$ cat src/rtl/branch_resolve_unit_pkg.sv
// branch_resolve_unit_pkg: shared widths, FSM states and constants (optional feature macro: BRU_PERF_COUNTERS_EN)
`ifndef DataBusBits
`define DataBusBits 64
`endif
`ifndef BruEntryBits
`define BruEntryBits (2 * `DataBusBits)
`endif

package branch_resolve_unit_pkg;
    typedef enum logic {S_RUN, S_FLUSH} bru_state_e;
    localparam int PC_STEP = 4;
endpackage

$ cat src/rtl/branch_resolve_unit_pred_queue.sv
// pred_queue: prediction FIFO with simultaneous push/pop and a single-cycle clear
module pred_queue #(
    parameter int W = `BruEntryBits,
    parameter int DEPTH = 4
) (
    input  logic         clk,
    input  logic         reset,
    input  logic         clear,
    input  logic         push,
    input  logic         pop,
    input  logic [W-1:0] din,
    output logic [W-1:0] dout,
    output logic         full,
    output logic         empty
);
    localparam int AW = $clog2(DEPTH);
    logic [W-1:0] mem [DEPTH];
    logic [AW-1:0] wr_ptr, rd_ptr;
    logic [AW:0] count;
    logic do_push, do_pop;
    assign do_pop = pop && !empty;
    assign do_push = push && (!full || do_pop);
    assign dout = mem[rd_ptr];
    assign full = count == (AW+1)'(DEPTH);
    assign empty = count == '0;
    // entry storage, written at the tail
    always_ff @(posedge clk)
        if (do_push) mem[wr_ptr] <= din;
    // pointers wrap naturally; clear drops every entry at once
    always_ff @(posedge clk)
        if (reset || clear) begin
            wr_ptr <= '0;
            rd_ptr <= '0;
            count <= '0;
        end else begin
            wr_ptr <= wr_ptr + AW'(do_push);
            rd_ptr <= rd_ptr + AW'(do_pop);
            count <= count + (AW+1)'(do_push) - (AW+1)'(do_pop);
        end
endmodule

$ cat src/rtl/branch_resolve_unit.sv
// branch_resolve_unit: checks fetch predictions in EX, updates the predictor and flushes on mispredict (counters built with BRU_PERF_COUNTERS_EN)
module branch_resolve_unit
    import branch_resolve_unit_pkg::*;
#(
    parameter int XLEN = `DataBusBits,
    parameter int QDEPTH = 4
) (
    input  logic            clk,
    input  logic            reset,
    input  logic            dec_push,
    input  logic [XLEN-1:0] dec_pc,
    input  logic [XLEN-1:0] dec_pred_pc,
    input  logic            ex_resolve,
    input  logic [XLEN-1:0] ex_pc,
    input  logic            ex_taken,
    input  logic [XLEN-1:0] ex_target,
    input  logic            trap_flush,
    output logic            q_full,
    output logic            q_empty,
    output logic            bp_we,
    output logic [XLEN-1:0] bp_pc_update,
    output logic [XLEN-1:0] bp_target_update,
    output logic            bp_taken_update,
    output logic            flush,
    output logic [XLEN-1:0] redirect_pc,
    output logic            order_err,
    output logic [31:0]     cf_count,
    output logic [31:0]     mispred_count
);
    localparam int EW = 2 * XLEN;
    bru_state_e state;
    logic [EW-1:0] head;
    logic [XLEN-1:0] actual_pc;
    logic qf, qe, resolve, pc_err, mispred, q_clear, q_pop, push_req, drop, q_push;
    // a trap pre-empts resolve; a wrong head or empty queue is treated as a mispredict
    always_comb begin
        resolve = ex_resolve && !trap_flush;
        actual_pc = ex_taken ? ex_target : ex_pc + XLEN'(PC_STEP);
        pc_err = resolve && (qe || head[EW-1:XLEN] != ex_pc);
        mispred = pc_err || (resolve && head[XLEN-1:0] != actual_pc);
        q_clear = trap_flush || mispred;
        q_pop = resolve && !mispred;
        push_req = dec_push && state == S_RUN && !q_clear;
        drop = push_req && qf && !q_pop;
        q_push = push_req && !drop;
    end
    pred_queue #(.W(EW), .DEPTH(QDEPTH)) u_queue (
        .clk(clk),
        .reset(reset),
        .clear(q_clear),
        .push(q_push),
        .pop(q_pop),
        .din({dec_pc, dec_pred_pc}),
        .dout(head),
        .full(qf),
        .empty(qe)
    );
    assign q_full = qf;
    assign q_empty = qe;
    // FSM and registered predictor-update / flush outputs
    always_ff @(posedge clk)
        if (reset) begin
            state <= S_RUN;
            bp_we <= 1'b0;
            bp_pc_update <= '0;
            bp_target_update <= '0;
            bp_taken_update <= 1'b0;
            flush <= 1'b0;
            redirect_pc <= '0;
            order_err <= 1'b0;
        end else begin
            state <= q_clear ? S_FLUSH : S_RUN;
            bp_we <= resolve;
            bp_pc_update <= resolve ? ex_pc : bp_pc_update;
            bp_target_update <= resolve ? ex_target : bp_target_update;
            bp_taken_update <= resolve ? ex_taken : bp_taken_update;
            flush <= mispred;
            redirect_pc <= mispred ? actual_pc : redirect_pc;
            order_err <= order_err || pc_err || drop;
        end
`ifdef BRU_PERF_COUNTERS_EN
    // resolve and mispredict counters, wrapping at 2^32
    always_ff @(posedge clk)
        if (reset) begin
            cf_count <= '0;
            mispred_count <= '0;
        end else begin
            cf_count <= cf_count + 32'(resolve);
            mispred_count <= mispred_count + 32'(mispred);
        end
`else
    assign cf_count = '0;
    assign mispred_count = '0;
`endif
endmodule

$ cat config.mk
export PLATFORM = sky130hd
export DESIGN_NAME = branch_resolve_unit
export DESIGN_NICKNAME = d
export VERILOG_FILES = /design/src/rtl/branch_resolve_unit_pkg.sv /design/src/rtl/branch_resolve_unit_pred_queue.sv /design/src/rtl/branch_resolve_unit.sv
export SDC_FILE = /design/constraint.sdc
export NUM_CORES = 1
export LEC_CHECK = 0
export CAP_MARGIN = 20
export CORE_ASPECT_RATIO = 0.7
export CORE_MARGIN = 5
export CORE_UTILIZATION = 49
export CTS_CLUSTER_SIZE = 40
export DETAILED_ROUTE_END_ITERATION = 8
export HOLD_SLACK_MARGIN = 0.05
export PLACE_DENSITY = 0.82
export SLEW_MARGIN = 0
export SYNTH_ARGS = -nofsm -noshare
export SYNTH_HDL_FRONTEND = slang
export SYNTH_HIERARCHICAL = 1
export SYNTH_SLANG_ARGS = --single-unit
$ cat constraint.sdc
create_clock -name clk -period 19.7 [get_ports clk]
set_input_delay 1.97 -clock clk [delete_from_list [all_inputs] [get_ports clk]]
set_output_delay 1.97 -clock clk [all_outputs]
set_load 0.1 [all_outputs]
==> flow_metrics.tcl <==
set metrics [dict create \
    status "finished, final reports clean" \
    netlist-cell-type-count 93 \
    min_period_over_period_pct 46.05 \
    clockBufferDepth 3 \
    rows 79 \
    yosys_warnings 6 \
    critical_path.top_delay_family "simple AND/OR/NAND/NOR gates" \
    setup_tns_ns 0 \
    drc_errors 0 \
    post-dp-hpwl_um 97220 \
    grt_max_degree 129 \
    hold_path.class "reg2reg" \
    core_mm2 0.06632 \
    cpMostUsedCell "buf_4" \
    netlist_instances 2576 \
    grt.overflow.total 0 \
    synth_area_per_cell_um2 12.71 \
    grt_pass1_vias 23670 \
    crit_required_ns 19.95 \
    ant_nets 0 \
    crit_type "in2reg" \
    postCtsHoldBufs 0 \
    cp_slowest_cell "nor4_1" \
    end_kind "flop" \
    min_period_ns 9.072 \
    die_area_mm2 0.07218 \
    synth_edf_count 512 \
    fin_ws_ns 10.63 \
    skew_ns 0.04173 \
    cts_buffers 69 \
    report.final.slew_viol_count 0 \
    start_util_pct 49.37 \
    max_freq_mhz 110.2 \
    r2r_setup_slack_ns 10.66 \
    place_congestion 1.064 \
    syn_to_final_growth_pct 22.22 \
    ioPinCount 524 \
    critPathLaunchType "input port" \
    cp.depth 16 \
    drt_wl_total_um 131500 \
    yosys_register_bits 716 \
    worst_r2r_endpoint "u_queue/mem[3][10]$_DFFE_PP_" \
    vdd_drop_max_uv 77.47 \
    place.port_buffers 459 \
    clk_pin_slew_worst_paths_ns 0.06 \
    setup_viol 0 \
    layout-drive-gt1-share_pct 10.96 \
    vias 24940 \
    cts_tree "built" \
    slowest_delay_ns 1.06 \
    postSynth.asyncResetShare_pct 0 \
    post_cts_buffers 0 \
    worstPathArrival_ns 9.32 \
    clock_latency_ns 0.66 \
    die_w_um 319.0 \
    timing.rr.start "u_queue/rd_ptr[0]$_SDFF_PP0_" \
    reg2regPathDepth 18 \
    cap_violations 0 \
    synth_flop_cell "edfxtp_1" \
    cts.sinks 716 \
    grt_usage_pct 35.18 \
    avgRoutedWirePerCell_um 33.56 \
    n_fill_cell 5073 \
    cp_max_fo 71 \
    pre_cts_ws_ns 10.26 \
    hold_ws_ns 0.4537 \
    cts_htree_levels 3 \
    slew_headroom_pct 26.98 \
    crit_start "ex_pc[44]" \
    seq_area_frac_synth_pct 59.42 \
    fin_nets 3233 \
    tightest_slew_ns 1.095 \
    critPathBufInv 4 \
    dr.pass1.iters 6 \
    antenna_found_initial 10 \
    crit_chain "clkdlybuf4s50_1 > nand4_1 > nor4_1 > and4_1 > xnor3_1 > o21ai_0 > a2111oi_0 > o2111a_1 > nand4_1 > buf_4 > nor2_1 > o21a_1 > nand2_1 > nor3b_2 > buf_4 > buf_4" \
    hold_viol_final 0 \
    endpoint "u_queue/mem[3][10]$_DFFE_PP_" \
    rsz0062_at_grt "false" \
    power_density_mw_per_mm2 88.88 \
    cts_resized 0 \
    cts_root_buffer "clkbuf_16" \
    postLayoutCoreUtil_pct 60.35 \
    leakagePower_nw 12.88 \
    grt_first_pass_wirelength_um 180000 \
    synth_area_mm2 0.03275 \
    avgViaCountPerCell 6.367 \
    die_h_um 226.3 \
    drtIter0Drc 3725 \
]
## flip-flops by register name, indices dropped and copies added (netlist names), 2 cells and up
| register | cells |
|---|---|
| redirect_pc | 64 |
| bp_target_update | 64 |
| u_queue/wr_ptr | 2 |
| u_queue/mem | 512 |
| bp_pc_update | 64 |
| u_queue/count | 3 |
| u_queue/rd_ptr | 2 |
## cells in the mapped netlist (all sizes together), types with 5 or more instances
cell type | count | area, um2
o32a | 6 | 60.06
a31o | 5 | 43.80
and4 | 28 | 245.2
nor3 | 35 | 175.2
and3 | 13 | 81.33
o211ai | 31 | 232.7
and2 | 16 | 100.1
xnor2 | 104 | 910.9
nand2 | 330 | 1239
a31oi | 14 | 87.58
clkbuf | 98 | 367.9
o21ai | 70 | 350.3
buf | 158 | 1154
nand4 | 66 | 461.7
mux2i | 8 | 80.08
nor4 | 58 | 424.2
o31ai | 40 | 300.3
a21oi | 214 | 1071
nand3 | 55 | 297.8
a211oi | 5 | 37.54
nor2 | 74 | 277.8
or3 | 8 | 55.05
or4 | 6 | 45.04
nor4b | 7 | 67.56
nor3b | 7 | 52.55
nand2b | 24 | 150.1
edfxtp | 512 | 15370
mux4 | 128 | 2883
dfxtp | 204 | 4084
nor2b | 36 | 225.2
a2111oi | 7 | 80.08
inv | 35 | 131.4
xor2 | 84 | 735.7
## report_power, final
part	switching, mW	internal, mW
Sequential	0.0139	1.64
Clock	0.604	0.763
Combinational	0.399	0.137
## worst min path at each step
stage / start / slack [ns] / end / depth (start not counted)
finish: bp_pc_update[44]$_SDFFE_PP0P_ / 0.45 / bp_pc_update[44]$_SDFFE_PP0P_ / 2
global route: bp_pc_update[21]$_SDFFE_PP0P_ / 0.47 / bp_pc_update[21]$_SDFFE_PP0P_ / 2
CTS: bp_pc_update[44]$_SDFFE_PP0P_ / 0.46 / bp_pc_update[44]$_SDFFE_PP0P_ / 2
detailed placement: bp_pc_update[44]$_SDFFE_PP0P_ / 0.45 / bp_pc_update[44]$_SDFFE_PP0P_ / 2
global placement: bp_target_update[23]$_SDFFE_PP0P_ / 0.44 / bp_target_update[23]$_SDFFE_PP0P_ / 2
floorplan: u_queue/wr_ptr[1]$_SDFF_PP0_ / 0.53 / u_queue/wr_ptr[1]$_SDFF_PP0_ / 2
## per-stage QoR
stage               instances  power (mW)  cell area [um2]
global route             3913       3.653            40010
global placement         3782       2.201            37620
floorplan                2639       2.018            32980
CTS                      3910       3.559            39980
detailed placement       3784       2.206            37630
finish                   3917       3.557            40020
## cells by family after synthesis
logic type      Yosys count  synth area share [%]
buf+inv                 292                 5.059
xor+xnor                191                 5.238
compound gates          459                 8.746
other cells               1               0.01145
mux                     139                 9.151
fa+ha+maj                 5                0.2140
simple gates            773                 12.16
flops                   716                 59.42
## cell usage in the layout, fill, tap and decap left out, types with 36 or more instances in the layout
cell / n
nor4_1: 51
conb_1: 64
clkbuf_16: 69
a21oi_1: 214
edfxtp_1: 512
dfxtp_1: 202
o31ai_1: 40
nand2_1: 329
buf_4: 48
nand3_1: 52
nand4_1: 61
nor2b_1: 36
nor2_1: 73
o21ai_0: 58
xor2_1: 84
xnor2_1: 104
clkdlybuf4s50_1: 457
mux4_2: 128
## routing by layer
| layer | GRT usage [%] | vias to the layer above | wire (um) |
|---|---|---|---|
| met5 | 0 | - | 210 |
| met2 | 50.36 | 1783 | 55400 |
| li1 | - | 10370 | - |
| met3 | 19.13 | 265 | 20820 |
| met1 | 47.25 | 12510 | 51230 |
| met4 | 8.971 | 16 | 3813 |
## area by class of cell
cell class	instances	area, um2	share of cell area [%]
sequential	716	19470	48.64
clock buffer	84	1803	4.505
multi-input combinational	1631	11920	29.78
timing repair buffer	512	5031	12.57
clock inverter	42	543.0	1.357
inverter	36	135.1	0.3376
tap	891	1115	2.785
antenna	5	12.51	0.03126
## worst reg2reg max path: stages, from the launching register on
cell	delay (ns)
dfxtp_4	0.77
buf_4	0.76
buf_4	0.64
mux4_2	0.79
xnor2_1	0.43
nand2_1	0.10
or4_1	0.60
o22a_1	0.21
a211o_1	0.23
or4_1	0.49
nor4_2	0.29
nand4_1	0.13
buf_4	0.27
nor2_1	0.40
o21a_1	0.35
nand2_1	0.16
nor3b_2	0.20
buf_4	0.77
buf_4	0.98
(Power assumes the default switching activity.)
==> variant: new RTL, same flow settings <==
Add a define of `BRU_PERF_COUNTERS_EN`.
--- a/src/rtl/branch_resolve_unit.sv
+++ b/src/rtl/branch_resolve_unit.sv
@@ -1,3 +1,5 @@
 // branch_resolve_unit: checks fetch predictions in EX, updates the predictor and flushes on mispredict (counters built with BRU_PERF_COUNTERS_EN)
+`define BRU_PERF_COUNTERS_EN
+
 module branch_resolve_unit
     import branch_resolve_unit_pkg::*;
Formal check against the unedited RTL: not equivalent (a bounded check fails within 4 cycles, from zero or initial values and one cycle with reset high).
==> variant against the original RTL <==
  * Final cell count grew 7.1%
  * Setup slack better by 510 ps
  * Highest routed layer unchanged
  * Synthesized cell count rose by 7.0%
  * Via count rose by 3.4%
  * Clock power increased by 10%
  * Register-to-register slack improved by 1000 ps
  * Utilization up 1.2 points
  * Die area increased by 5.5%
  * Final area up 7.5%
  * Sequential cell count grew 64
  * Synthesized area increased by 5.7%
  * Non-clock buffer count rose by 51
  * Power increased by 5.6%
  * Wire length decreased by 8.5%
==> variant: results (changes against the original RTL) <==
| Metric | Value |
|---|---|
| Run status | completed |
| Clock Pin Slew Worst Setup and Hold Paths | 60 ps (about the same) |
| Crit path largest cell delay | 890 ps (-170 ps) |
| Worst R2R Path Depth | 16 (-2) |
| IO buf count | 523 (+14%) |
| Pint | 2.78 mW (+9.4%) |
| CP Data Arrival Time | 8810 ps (-510 ps) |
| Worst ir drop on vdd | 0.0568 mV (-27%) |
| CTS Buf Count | 77 (+12%) |
| Proportion of layout cells with a drive suffix above 1 | 10.5% (-0.42 points) |
| Initial antenna violation count | 15 (+5) |
| Fraction of synthesized cell area in xor and xnor cells | 6.50% (+1.3 points) |
| Gpl congestion | 1.06 (-0.12%) |
| Adder-Cell Fraction of Synth Area | 0.347% (+0.13 points) |
| Post-synthesis mux area share | 10.7% (+1.5 points) |
| Post-DP Area | 40400 sq um (+7.3%) |
| Largest net degree at the start of global routing | 100 (-22%) |
| Register area share after synthesis | 59.9% (+0.51 points) |
| Complex-gate fraction of the synthesized area | 6.06% (-2.7 points) |
| Placed Cells | 4046 (+6.9%) |
| Post-synthesis cell type count | 85 (-8.6%) |
| CP Max Fanout | 54 (-24%) |
| First-pass GRT wire length | 171 mm (-5.0%) |
| Synth area leaders | edfxtp_1 (44%), dfxtp_1 (16%), mux4_2 (8.3%) |
| Fillers | 5246 (+3.4%) |
| Average size of a mapped cell | 12.6 sq um (-1.2%) |
| Slowest stage cell on the critical path | clkdlybuf4s50_1 |
| Vias in the first global route | 24525 (+3.6%) |
| Via count | 25782 (+3.4%) |
| DR iter-0 viols | 3254 (-13%) |
| Vias/cell | 6.15 (-3.5%) |
| Worst Tran Pin Value | 1130 ps (+37.2 ps) |
| Fin nets | 3484 (+7.8%) |
| Setup Skew | 25.1 ps (-16.6 ps) |
| TritonRoute pass-1 iters | 9 (+3) |
| DP Worst Slack | 10740 ps (+477 ps) |
| Avg WL per Cell | 28.7 microns (-15%) |
| Total track usage | 30.8% (-4.4 points) |
variant: layout make-up:
type | instances | area share [%]
antenna | 7 | 0.0407
clock buffer | 101 | 5.05
clock inverter | 40 | 0.983
inverter | 39 | 0.352
multi-input combinational | 1752 | 29.8
sequential | 780 | 48.2
tap | 913 | 2.65
timing repair buffer | 563 | 12.9
variant: per-layer routing:
metal	vias to the layer above	share of wire (%)	track usage [%]
li1	11079	-	-
met1	12584	38	40.5
met2	1759	45	47.1
met3	344	13	10.7
met4	16	4.7	12.6
met5	-	0.093	0
variant: kinds of logic (layout without fill, tap and decap cells):
logic type,count (synthesis),in the layout
mux,202,202
other cells,0,7
buf+inv,224,743
simple gates,946,946
flops,780,780
fa+ha+maj,9,9
xor+xnor,252,252
compound gates,343,343
variant: worst paths after layout:
kind | slack [ps] | to | from
worst max register to register | 11660 | u_queue/mem[3][82]$_DFFE_PP_ | u_queue/rd_ptr[1]$_SDFF_PP0_
worst min register to register | 450 | bp_pc_update[1]$_SDFFE_PP0P_ | bp_pc_update[1]$_SDFFE_PP0P_
worst min-delay path | 450 | bp_pc_update[1]$_SDFFE_PP0P_ | bp_pc_update[1]$_SDFFE_PP0P_
worst max-delay path | 11140 | u_queue/mem[3][82]$_DFFE_PP_ | ex_pc[11]
variant: power by group through the flow:
stage	clock network, mW	logic (mW)	registers (mW)
2_1_floorplan	0	0.128	1.96
3_3_place_gp	0	0.454	1.82
3_5_place_dp	0	0.456	1.82
4_1_cts	1.52	0.459	1.78
5_1_grt	1.60	0.480	1.78
6_report	1.51	0.467	1.78
